$ cat config.mk
export PLATFORM = sky130hd
export DESIGN_NAME = sram_fifo_wr_arb
export DESIGN_NICKNAME = d
export VERILOG_FILES = /design/src/rtl/sram_fifo_wr_arb.sv
export SDC_FILE = /design/constraint.sdc
export NUM_CORES = 1
export LEC_CHECK = 0
export ABC_AREA = 1
export CAP_MARGIN = 15
export CORE_AREA = 2 2 589 591
export DETAILED_ROUTE_END_ITERATION = 8
export DIE_AREA = 0 0 591 593
export GPL_TIMING_DRIVEN = 0
export SLEW_MARGIN = 20
export SYNTH_ARGS = -nofsm -noshare
export SYNTH_HDL_FRONTEND = slang
export SYNTH_SLANG_ARGS = --single-unit
$ cat constraint.sdc
create_clock -name axi_aclk -period 4.41 [get_ports axi_aclk]
set_clock_uncertainty 0.2 [all_clocks]
set_input_delay 0.882 -clock axi_aclk [delete_from_list [all_inputs] [get_ports axi_aclk]]
set_output_delay 0.882 -clock axi_aclk [all_outputs]
set_load 0.03 [all_outputs]
$ cat src/rtl/sram_fifo_wr_arb.sv
// Write-side arbiter of a shared-SRAM multi-queue FIFO: round-robin, packet-locked grant
// over AXI-Stream inputs feeding a one-entry hold register toward the SRAM controller.
module sram_fifo_wr_arb #(
   parameter int TDATA_WIDTH    = 32,
   parameter int NUM_QUEUES     = 4,
   parameter int QUEUE_ID_WIDTH = 2
) (
   input  logic                                  axi_aclk,
   input  logic                                  axi_resetn,
   input  logic [NUM_QUEUES*8*TDATA_WIDTH-1:0]   s_axis_tdata,
   input  logic [NUM_QUEUES*TDATA_WIDTH-1:0]     s_axis_tkeep,
   input  logic [NUM_QUEUES-1:0]                 s_axis_tlast,
   input  logic [NUM_QUEUES-1:0]                 s_axis_tvalid,
   output logic [NUM_QUEUES-1:0]                 s_axis_tready,
   output logic [8*TDATA_WIDTH+8:0]              write_data,
   output logic [QUEUE_ID_WIDTH-1:0]             write_queue_id,
   output logic                                  write_data_valid,
   input  logic [NUM_QUEUES-1:0]                 write_full,
   input  logic                                  write_burst_next,
   output logic [31:0]                           word_count,
   output logic [31:0]                           pkt_count,
   output logic                                  dbg_state_o
);

   localparam int DW = 8*TDATA_WIDTH;
   localparam int WW = DW + 9;
   localparam int QW = QUEUE_ID_WIDTH;

   typedef enum logic {IDLE = 1'b0, PKT = 1'b1} state_t;

   state_t          state_q;
   logic [QW-1:0]   grant_q, last_grant_q, hold_qid_q;
   logic            sof_q, hold_valid_q, wr_phase_q;
   logic [WW-1:0]   hold_data_q, hold_data_d;
   logic [31:0]     word_cnt_q, pkt_cnt_q;

   logic [NUM_QUEUES-1:0]  qual, tready;
   logic                   pick_found, drain, accept, sel_full, beat_valid, beat_last;
   logic [QW-1:0]          pick;
   logic [DW-1:0]          beat_data;
   logic [TDATA_WIDTH-1:0] beat_keep;
   logic [4:0]             beat_cnt;

   // Handshake: a beat moves on s_axis when tvalid & tready at a rising edge; a word leaves
   // the hold register when it is valid, the controller's registered phase is 0 and its
   // destination queue is not full.
   always_comb begin : drain_logic
      sel_full = 1'b0;
      for (int p = 0; p < NUM_QUEUES; p++)
         if (hold_qid_q == p[QW-1:0]) sel_full = write_full[p];
      drain = hold_valid_q & ~wr_phase_q & ~sel_full;
   end

   always_comb begin : beat_mux
      beat_valid = 1'b0;
      beat_last  = 1'b0;
      beat_data  = '0;
      beat_keep  = '0;
      for (int p = 0; p < NUM_QUEUES; p++) begin
         if (grant_q == p[QW-1:0]) begin
            beat_valid = s_axis_tvalid[p];
            beat_last  = s_axis_tlast[p];
            beat_data  = s_axis_tdata[p*DW +: DW];
            beat_keep  = s_axis_tkeep[p*TDATA_WIDTH +: TDATA_WIDTH];
         end
      end
      // Only the EOF beat carries a real byte count; full beats report 31.
      beat_cnt = 5'd31;
      if (beat_last)
         for (int i = 0; i < TDATA_WIDTH; i++)
            if (beat_keep[i]) beat_cnt = i[4:0];
      hold_data_d = {1'b0, beat_last, sof_q, 1'b0, beat_cnt, beat_data};
   end

   always_comb begin : ready_logic
      tready = '0;
      if (state_q == PKT)
         for (int p = 0; p < NUM_QUEUES; p++)
            if (grant_q == p[QW-1:0]) tready[p] = ~hold_valid_q | drain;
      accept = (state_q == PKT) & beat_valid & (~hold_valid_q | drain);
   end

   always_comb begin : rr_pick
      int idx;
      qual       = s_axis_tvalid & ~write_full;
      pick_found = 1'b0;
      pick       = '0;
      idx        = 0;
      for (int k = 1; k <= NUM_QUEUES; k++) begin
         idx = (int'(last_grant_q) + k) % NUM_QUEUES;
         if (!pick_found && qual[idx[QW-1:0]]) begin
            pick_found = 1'b1;
            pick       = idx[QW-1:0];
         end
      end
   end

   always_ff @(posedge axi_aclk) begin
      if (!axi_resetn) begin
         state_q      <= IDLE;
         grant_q      <= '0;
         last_grant_q <= QW'(NUM_QUEUES - 1);
         sof_q        <= 1'b0;
         hold_valid_q <= 1'b0;
         hold_data_q  <= '0;
         hold_qid_q   <= '0;
         wr_phase_q   <= 1'b0;
         word_cnt_q   <= '0;
         pkt_cnt_q    <= '0;
      end else begin
         wr_phase_q <= write_burst_next;
         if (drain) begin
            word_cnt_q <= word_cnt_q + 32'd1;
            if (hold_data_q[DW+7]) pkt_cnt_q <= pkt_cnt_q + 32'd1;
         end
         if (accept) begin
            hold_valid_q <= 1'b1;
            hold_data_q  <= hold_data_d;
            hold_qid_q   <= grant_q;
         end else if (drain) begin
            hold_valid_q <= 1'b0;
         end
         case (state_q)
            IDLE: begin
               if (pick_found) begin
                  state_q <= PKT;
                  grant_q <= pick;
                  sof_q   <= 1'b1;
               end
            end
            PKT: begin
               // Grant stays locked until the tlast beat is taken.
               if (accept) begin
                  sof_q <= 1'b0;
                  if (beat_last) begin
                     state_q      <= IDLE;
                     last_grant_q <= grant_q;
                  end
               end
            end
            default: state_q <= IDLE;
         endcase
      end
   end

   assign s_axis_tready    = tready;
   assign write_data       = hold_data_q;
   assign write_queue_id   = hold_qid_q;
   assign write_data_valid = hold_valid_q;
   assign word_count       = word_cnt_q;
   assign pkt_count        = pkt_cnt_q;
   assign dbg_state_o      = state_q;

endmodule
# [After elaboration in Yosys (flattened, before gate mapping)]
# Index checks and enable logic that the tools add are counted.
# W data, S select, Z words.
[word_totals] reg_bits=337 in_bits=1167 output_inout_bits=337 wordCells=135
[op_classes] n_addsub=6 magnitude_cmp=4 eq_ne=8 mux=83 n_bitwise=11 reduce_logical=13
[ops] operator="$mux W256" n=4
[ops] operator="$mux W5" n=33
[ops] operator="$mux W32" n=4
[ops] operator="$add A32 B1 Y32 const B" n=2
[ops] operator="$mux W1" n=31
[ops] operator="$lt A2 B3 Y1 const B" n=4
[ops] operator="$bmux W1 S2" n=4
[ops] operator="$eq A2 B2 Y1 const B" n=4
[ops] operator="$mux W2" n=4
[ops] operator="$reduce_and A2 Y1" n=3
[ops] operator="$add A2 B1 Y2 const B" n=2
[ops] operator="$add A2 B2 Y2 const B" n=2
[ops] operator="$and A1 B1 Y1" n=4
[ops] operator="$and A4 B4 Y4" n=1
[ops] operator="$eq A2 B1 Y1 const B" n=2
[ops] operator="$logic_not A2 Y1" n=2
[ops] operator="$mux W4" n=1
[ops] operator="$not A1 Y1" n=4
[ops] operator="$not A4 Y4" n=1
[ops] operator="$pmux W1 S2" n=2
[ops] operator="$logic_and A1 B1 Y1" n=3
[ops] operator="$logic_not A1 Y1" n=3
[ops] operator="$reduce_and A3 Y1" n=1
[ops] operator="$ne A2 B1 Y1 const B" n=1
[ops] operator="3 further kinds" n=3

# [Logic depth before layout (Yosys ltp)]
# Gate-level depths: netlist (run 1).
[depth] ltp_word=38 depth_mapped=36

# [Least setup slack after synthesis (run 1)]
# No wires, ideal clock.
[synth_path] kind="input port to flip-flop" startpoint="input port write_full[0]" endpoint="register pkt_cnt_q[31] (netlist: pkt_count[31])" t_arrival_ns=3.104 t_required_ns=4.093 slack_ns=0.989 path_stages=22 n_path_buf=0 path_cell_list="o21ai_1 -> a21oi_1 -> a31oi_1 -> o311ai_1 -> nor2_2 -> nand2_2 -> inv_2 -> nand2_2 -> nor3_4 -> nand3_2 -> inv_2 -> nand3_4 -> nor2_4 -> nand3_4 -> nor3_4 -> nand3_2 -> nor2_4 -> nand2_2 -> nor2_4 -> nand2_1 -> o21ai_1 -> a21oi_1"
[synth_between] elab_chain_len=7
[synth_lines] element="start: declaration" line="18" rtl="input logic [NUM_QUEUES-1:0] write_full,"
[synth_lines] element="$mux W1 (4 in a row)" line="50" rtl="if (hold_qid_q == p[QW-1:0]) sel_full = write_full[p];"
[synth_lines] element="$not A1 Y1" line="51" rtl="drain = hold_valid_q & ~wr_phase_q & ~sel_full;"
[synth_lines] element="$and A1 B1 Y1" line="51"
[synth_lines] element="$reduce_and A2 Y1 (no source line)"
[synth_lines] element="end signal: assignment" line="114" rtl="if (hold_data_q[DW+7]) pkt_cnt_q <= pkt_cnt_q + 32'd1;"
[synth_lines] element="end: declaration" line="35" rtl="logic [31:0] word_cnt_q, pkt_cnt_q;"
# No other way between the ends.
# A chain may end at the register's enable or synchronous reset.

# [Worst setup path after layout (run 1)]
[layout_path] startpoint="register grant_q[1]" endpoint="register hold_data_q[4] (netlist: write_data[4])"
[layout_between] elab_chain_len=7
[layout_lines] element="start: declaration" line="32" rtl="logic [QW-1:0] grant_q, last_grant_q, hold_qid_q;"
[layout_lines] element="start signal: assignment" line="127" rtl="grant_q <= pick;"
[layout_lines] element="$logic_not A2 Y1" line="60" rtl="if (grant_q == p[QW-1:0]) begin"
[layout_lines] element="$mux W1 (4 in a row)" line="60"
[layout_lines] element="$and A1 B1 Y1 (2 in a row)" line="80" rtl="accept = (state_q == PKT) & beat_valid & (~hold_valid_q | drain);"
[layout_lines] element="end signal: assignment" line="118" rtl="hold_data_q <= hold_data_d;"
[layout_lines] element="end: declaration" line="34" rtl="logic [WW-1:0] hold_data_q, hold_data_d;"
# Several ways; a longest one is shown, not always the timed one.

==> flow_summary.ini, run 1 <==
[global_routing]
grt_pass1_wl_mm = 388
grt_pass1_vias = 26900
antenna_found_initial = 452
grt_max_degree = 20
grtUsageTotal = 0.183
globalRoute.totalOverflow = 0

[power_and_ir_drop]
internal_power_mw = 12.0
leakage_nw = 13.2
swShare = 0.541
max-vdd-ir-drop_mv = 0.401
seqPwrFrac = 0.182
power_frac_comb = 0.644
power.density_mw_per_mm2 = 621
power_frac_clock = 0.173
p_switching_mw = 14.1

[timing]
setup_viol_count_final = 0
tightest_slew_ps = 1230
max-slew-margin-rel = 0.178
slew_viol_final = 0
finalHoldViolations = 0
fin_crit_sh = 0.995
period_minus_slack_ps = 4390
max_freq_mhz = 228

[yosys]
synth_seq_area_share = 0.365
yosys_warnings = 0
syn_area_sq_mm = 0.0185
ys_ff_latch = 337
yosys-top-cells-area = dfxtp_1, a22o_1, a311oi_1
ys_types = 44
syn_area_per_cell_sq_um = 7.56
yosysTopAreaCellShare = 0.365
synth_top_area_cell = dfxtp_1
netlist_instances = 2447

[route]
wirelength_mm = 336
route.detailed.drc = 0
vias = 29700
dr.first_iter.drc_count = 2548
wl_per_cell_microns = 38.2
via_per_inst = 3.37
ant_nets = 0
drt_pass1_iterations = 5

[worst_setup_path]
r2r_start = grant_q[1]
path_max_fanout = 11
endpoint_kind = register
worstSetupStartpointType = register
crit_family = buffers and inverters
ff2ff_setup_slack_ps = 20
worst_path_most_repeated_cell = buf_2
crit_slowest_cell = buf_4
crit_cells = 11
path_buf_inv = 8
startpoint = grant_q[1]
rr_endpoint = write_data[4]
crit_arrival_ps = 4800
cp-endpoint = write_data[4]
slowest_delay_ps = 450
cp.required_ps = 4820
rr_worst_depth = 11
crit_type = reg2reg
crit_chain = buf_2 -> inv_1 -> nor2_1 -> buf_2 -> buf_2 -> buf_4 -> clkbuf_2 -> buf_12 -> clkbuf_4 -> a21oi_1 -> a311oi_1

[floorplanning]
core_area_sq_mm = 0.345
ios = 1504
initial_utilization = 0.0537
dieWidth_microns = 591
rows = 216
die_h_microns = 593
die-area_sq_mm = 0.350

[clock_network]
cts_tree = yes
clkLatencyLatePin_ps = 730
cts.clk_slew.worst_paths_ps = 60
cts-htree-levels = 2
clk_path_buf_depth = 3
cts_sinks = 337
numCtsBuffers = 50
cts_root_buffer = clkbuf_16

[status]
status = finished, final reports clean

[placed_design]
place_hpwl_mm = 309
dp_cells = 8550
place.gp.congestion = 0.995
port_buffers = 1501

[final_layout]
drive_gt1_frac = 0.0537
fillers = 39800
nets = 5192
stdcell_count = 8794
syn2layout_area_growth_pct = 127
final_util = 0.122

[run]
drv_cap = 0

[worst_hold_path]
holdCritPathClass = reg2reg
power groups by stage:
stage	clock (mW)	combinational, mW	sequential, mW
6_report	4.52	16.8	4.75
5_1_grt	4.74	17.5	4.83
4_1_cts	4.68	17.1	4.74
3_5_place_dp	0	17.0	4.79
3_3_place_gp	0	16.7	4.76
2_1_floorplan	0	5.12	6.44
synthesized netlist by cell type (all sizes together):
cell	number
nand2	355
dfxtp	337
nor2	334
a22o	270
a21oi	234
clkbuf	205
a311oi	169
inv	130
a211oi	90
a221oi	88
o21ai	60
nand3	52
nor3	35
buf	20
o21a	19
nand4	9
nor4	9
a31oi	7
xor2	6
o22ai	3
ha	2
o211ai	2
xnor2	2
clkinv	1
conb	1
nor3b	1
o211a	1
o221a	1
o221ai	1
o311ai	1
o31ai	1
or2	1
sequential cells by signal, summed over array words and instances, names as in the netlist, 2 cells and up:
register / flops
word_count: 32
write_data: 263
write_queue_id: 2
grant_q: 2
pkt_count: 32
last_grant_q: 2
area by class of cell:
cell class / count / area (sq um) / share of cell area
timing repair buffer: 1525 / 15500 / 0.368
buffer: 223 / 956 / 0.0228
inverter: 131 / 497 / 0.0118
sequential: 337 / 6750 / 0.161
clock inverter: 29 / 430 / 0.0103
tap: 4578 / 5730 / 0.136
clock buffer: 63 / 1340 / 0.0319
antenna: 153 / 383 / 0.00912
multi-input combinational: 1755 / 10400 / 0.249
layout by cell type (no fill, tap or decap), types with 5 or more instances in the layout:
cell type        instances
inv_1                  123
a22o_1                 266
a21oi_2                  5
a31oi_1                  7
a21oi_1                229
buf_16                   8
nor4_1                   8
nand3_1                 48
clkbuf_1               164
nor2_2                   5
buf_12                   8
nor3_1                  31
o21ai_0                 57
nand2_1                350
o21a_1                  19
buf_2                   12
nand2_2                  5
clkbuf_16               50
inv_2                    7
a221oi_1                85
xor2_1                   6
bufinv_16                6
buf_4                   11
a311oi_1               169
clkdlybuf4s50_1       1497
clkinvlp_4               5
a211oi_1                90
nand4_1                  9
clkbuf_2                43
nor2_1                 326
diode_2                153
clkinv_2                 5
dfxtp_1                337
clkbuf_4                 5
metal layers:
metal,part of all wire,vias up,GRT usage
met5,0.0066,-,0.000135
met4,0.053,334,0.0798
met3,0.14,903,0.114
met2,0.45,2119,0.300
met1,0.34,13900,0.184
li1,-,12400,-
worst min-delay path, cell delays in order (launching register included):
cell and delay, ps:
dfxtp_1 310, nand2_1 60, a21oi_1 60
how the worst min path moves through the flow:
stage | from | end | slack, ps | cells after the start
finish | sof_q | sof_q | 270 | 2
detailed placement | sof_q | sof_q | 260 | 2
global placement | word_count[31] | word_count[31] | 250 | 1
CTS | sof_q | sof_q | 270 | 2
global route | pkt_count[31] | pkt_count[31] | 290 | 2
floorplan | sof_q | sof_q | 240 | 2
stage by stage:
stage | TNS, ps | hold WS (ps) | worst slack (ps) | area (sq um) | power (mW)
floorplan | 0 | 238 | 989 | 18500 | 11.6
global placement | -495030 | 247 | -2790 | 39300 | 21.4
detailed placement | -279560 | 260 | -1430 | 39800 | 21.8
CTS | 0 | 269 | 0.692 | 41600 | 26.5
global route | -40.7 | 290 | -40.7 | 41800 | 27.1
finish | 0 | 272 | 21.1 | 42000 | 26.1
cells by family (layout without fill, tap and decap cells):
kind of cell / Yosys count / in the layout / share of synthesized area
compound gates: 947 / 947 / 0.380
fa+ha+maj: 2 / 2 / 0.00135
flops: 337 / 337 / 0.365
simple gates: 796 / 796 / 0.176
other cells: 1 / 155 / 0.000203
xor+xnor: 8 / 8 / 0.00379
buf+inv: 356 / 1971 / 0.0735
repair_timing:
item / CTS / global route
resized for setup: 40 / 15
hold buffers: 0 / 0
setup buffers: 1 / 0
setup endpoints to repair: 266 / 93
pin swaps: 1 / 0
No activity file was read; power rests on OpenSTA's default activity.
==> run 2: changes to the inputs <==
- CAP_MARGIN: 15 -> unset
- DONT_BUFFER_PORTS: unset -> 1
==> run 2 against run 1 <==
- maximum frequency hardly changed
- register-to-register slack hardly changed
- clock power increased by 2%
- global-route usage down 0.12 points
- critical path depth stayed put
- cell count shrank 17%
- critical path type unchanged
- power fell by 9.9%
- via count down 17%
==> flow_summary.ini, run 2 (synthesis gave the netlist of run 1 again) <==
[worst_setup_path]
crit_arrival_ps = 4810
rr_worst_depth = 11
worstSetupStartpointType = register
crit_slowest_cell = clkbuf_2
ff2ff_setup_slack_ps = 20
path_max_fanout = 10
slowest_delay_ps = 590
cp.required_ps = 4830
endpoint_kind = register
crit_type = reg2reg
crit_chain = nor2_1 -> buf_2 -> buf_2 -> buf_2 -> clkbuf_2 -> clkbuf_2 -> buf_12 -> clkbuf_2 -> a22o_1 -> a21oi_1 -> a311oi_1

[timing]
setup_viol_count_final = 0
max_freq_mhz = 228
tightest_slew_ps = 1380
max-slew-margin-rel = 0.0795
finalHoldViolations = 0
setup_ws_ps = 18.7
fin_crit_sh = 0.996
period_minus_slack_ps = 4390
slew_viol_final = 0
hold-worst-slack_ps = 112

[clock_network]
clk_path_buf_depth = 3
cts-htree-levels = 2
numCtsBuffers = 51
cts.clk_slew.worst_paths_ps = 70
cts_sinks = 337
cts_tree = yes
clkLatencyLatePin_ps = 740
cts_root_buffer = clkbuf_16

[route]
vias = 24700
wirelength_mm = 334
wl_per_cell_microns = 45.7
drt_pass1_iterations = 7
route.detailed.drc = 0
ant_nets = 0
dr.first_iter.drc_count = 2964
via_per_inst = 3.38

[floorplanning]
dieWidth_microns = 591
core_area_sq_mm = 0.345
rows = 216
die-area_sq_mm = 0.350
die_h_microns = 593
ios = 1504
initial_utilization = 0.0537

[power_and_ir_drop]
seqPwrFrac = 0.346
leakage_nw = 7.55
power.total_mw = 23.5
p_switching_mw = 13.9
power_frac_comb = 0.458
internal_power_mw = 9.61
power_frac_clock = 0.196
swShare = 0.591
max-vdd-ir-drop_mv = 0.345
power.density_mw_per_mm2 = 867

[worst_hold_path]
holdCritPathClass = in2reg
holdPathStages = 2

[status]
status = finished, final reports clean

[placed_design]
place.gp.congestion = 1.04
dp_cells = 7047
port_buffers = 0
post-place-ws_ps = -1160
place_hpwl_mm = 308

[final_layout]
multiInputGateArea_sq_mm = 0.0105
syn2layout_area_growth_pct = 46.5
seq_area_sq_mm = 0.00676
largest_register_ffs = 263
final_common_cell = nand2_1
nets = 3690
drive_gt1_frac = 0.0899
layout_common_cells = nand2_1, dfxtp_1, nor2_1
fillers = 40500
stdcell_count = 7312

[global_routing]
grt_pass1_vias = 20600
globalRoute.totalOverflow = 0
grt_pass1_wl_mm = 374
antenna_found_initial = 452
grt_max_degree = 20
grtUsageTotal = 0.182

[run]
drv_cap = 0
-- run 2: worst max-delay path, delay by kind of cell (launching register included) --
kind / cells / cell delay, ps
AND/OR/NAND/NOR: 1 / 210
flip-flops: 1 / 330
AO/OA/AOI/OAI: 3 / 810
buffers and inverters: 7 / 2590
-- run 2: what timing repair did --
item                       CTS  global route
resized for setup           40            12
setup buffers                0             2
pin swaps                    1             2
setup endpoints to repair  266           206
hold buffers                 1             0
hold endpoints to repair     1             0
-- run 2: cell type report --
type	instances	share of cell area
Antenna cell	175	0.0162
Clock buffer	62	0.0501
Buffer	221	0.0349
Inverter	131	0.0182
Timing Repair Buffer	24	0.0173
Multi-Input combinational cell	1755	0.388
Tap cell	4578	0.211
Clock inverter	29	0.0151
Sequential cell	337	0.249
-- run 2: through the flow --
| step | cell area, sq um | utilization | setup TNS (ps) |
|---|---|---|---|
| 3_3_place_gp | 24200 | 0.0703 | -422590 |
| 5_1_grt | 26900 | 0.0781 | -44.3 |
| 3_5_place_dp | 24800 | 0.0719 | -177090 |
| 4_1_cts | 26600 | 0.0773 | 0 |
| 6_report | 27100 | 0.0786 | 0 |
| 2_1_floorplan | 18500 | - | 0 |
-- run 2: path summary, 6_finish.rpt --
path,start,end
worst min register to register,sof_q,sof_q
worst min-delay path,s_axis_tdata[971],write_data[203]
worst max register to register,grant_q[0],write_data[98]
worst max-delay path,grant_q[0],write_data[98]
-- run 2: power groups by stage --
stage / combinational (mW) / clock [mW] / sequential [mW]
after global routing: 11.4 / 4.83 / 8.15
final: 10.8 / 4.60 / 8.12
after floorplan: 5.12 / 0 / 6.44
after CTS: 10.9 / 4.78 / 8.21
after detailed placement: 10.9 / 0 / 8.26
after global placement: 10.4 / 0 / 8.26
-- run 2: layer usage --
metal,routed length (microns),global-route usage,share of wire,vias up
met5,2330,0.000135,0.0070,-
met3,53100,0.126,0.16,998
li1,-,-,-,9451
met4,19700,0.0875,0.059,322
met2,149000,0.292,0.45,2346
met1,110000,0.177,0.33,11600
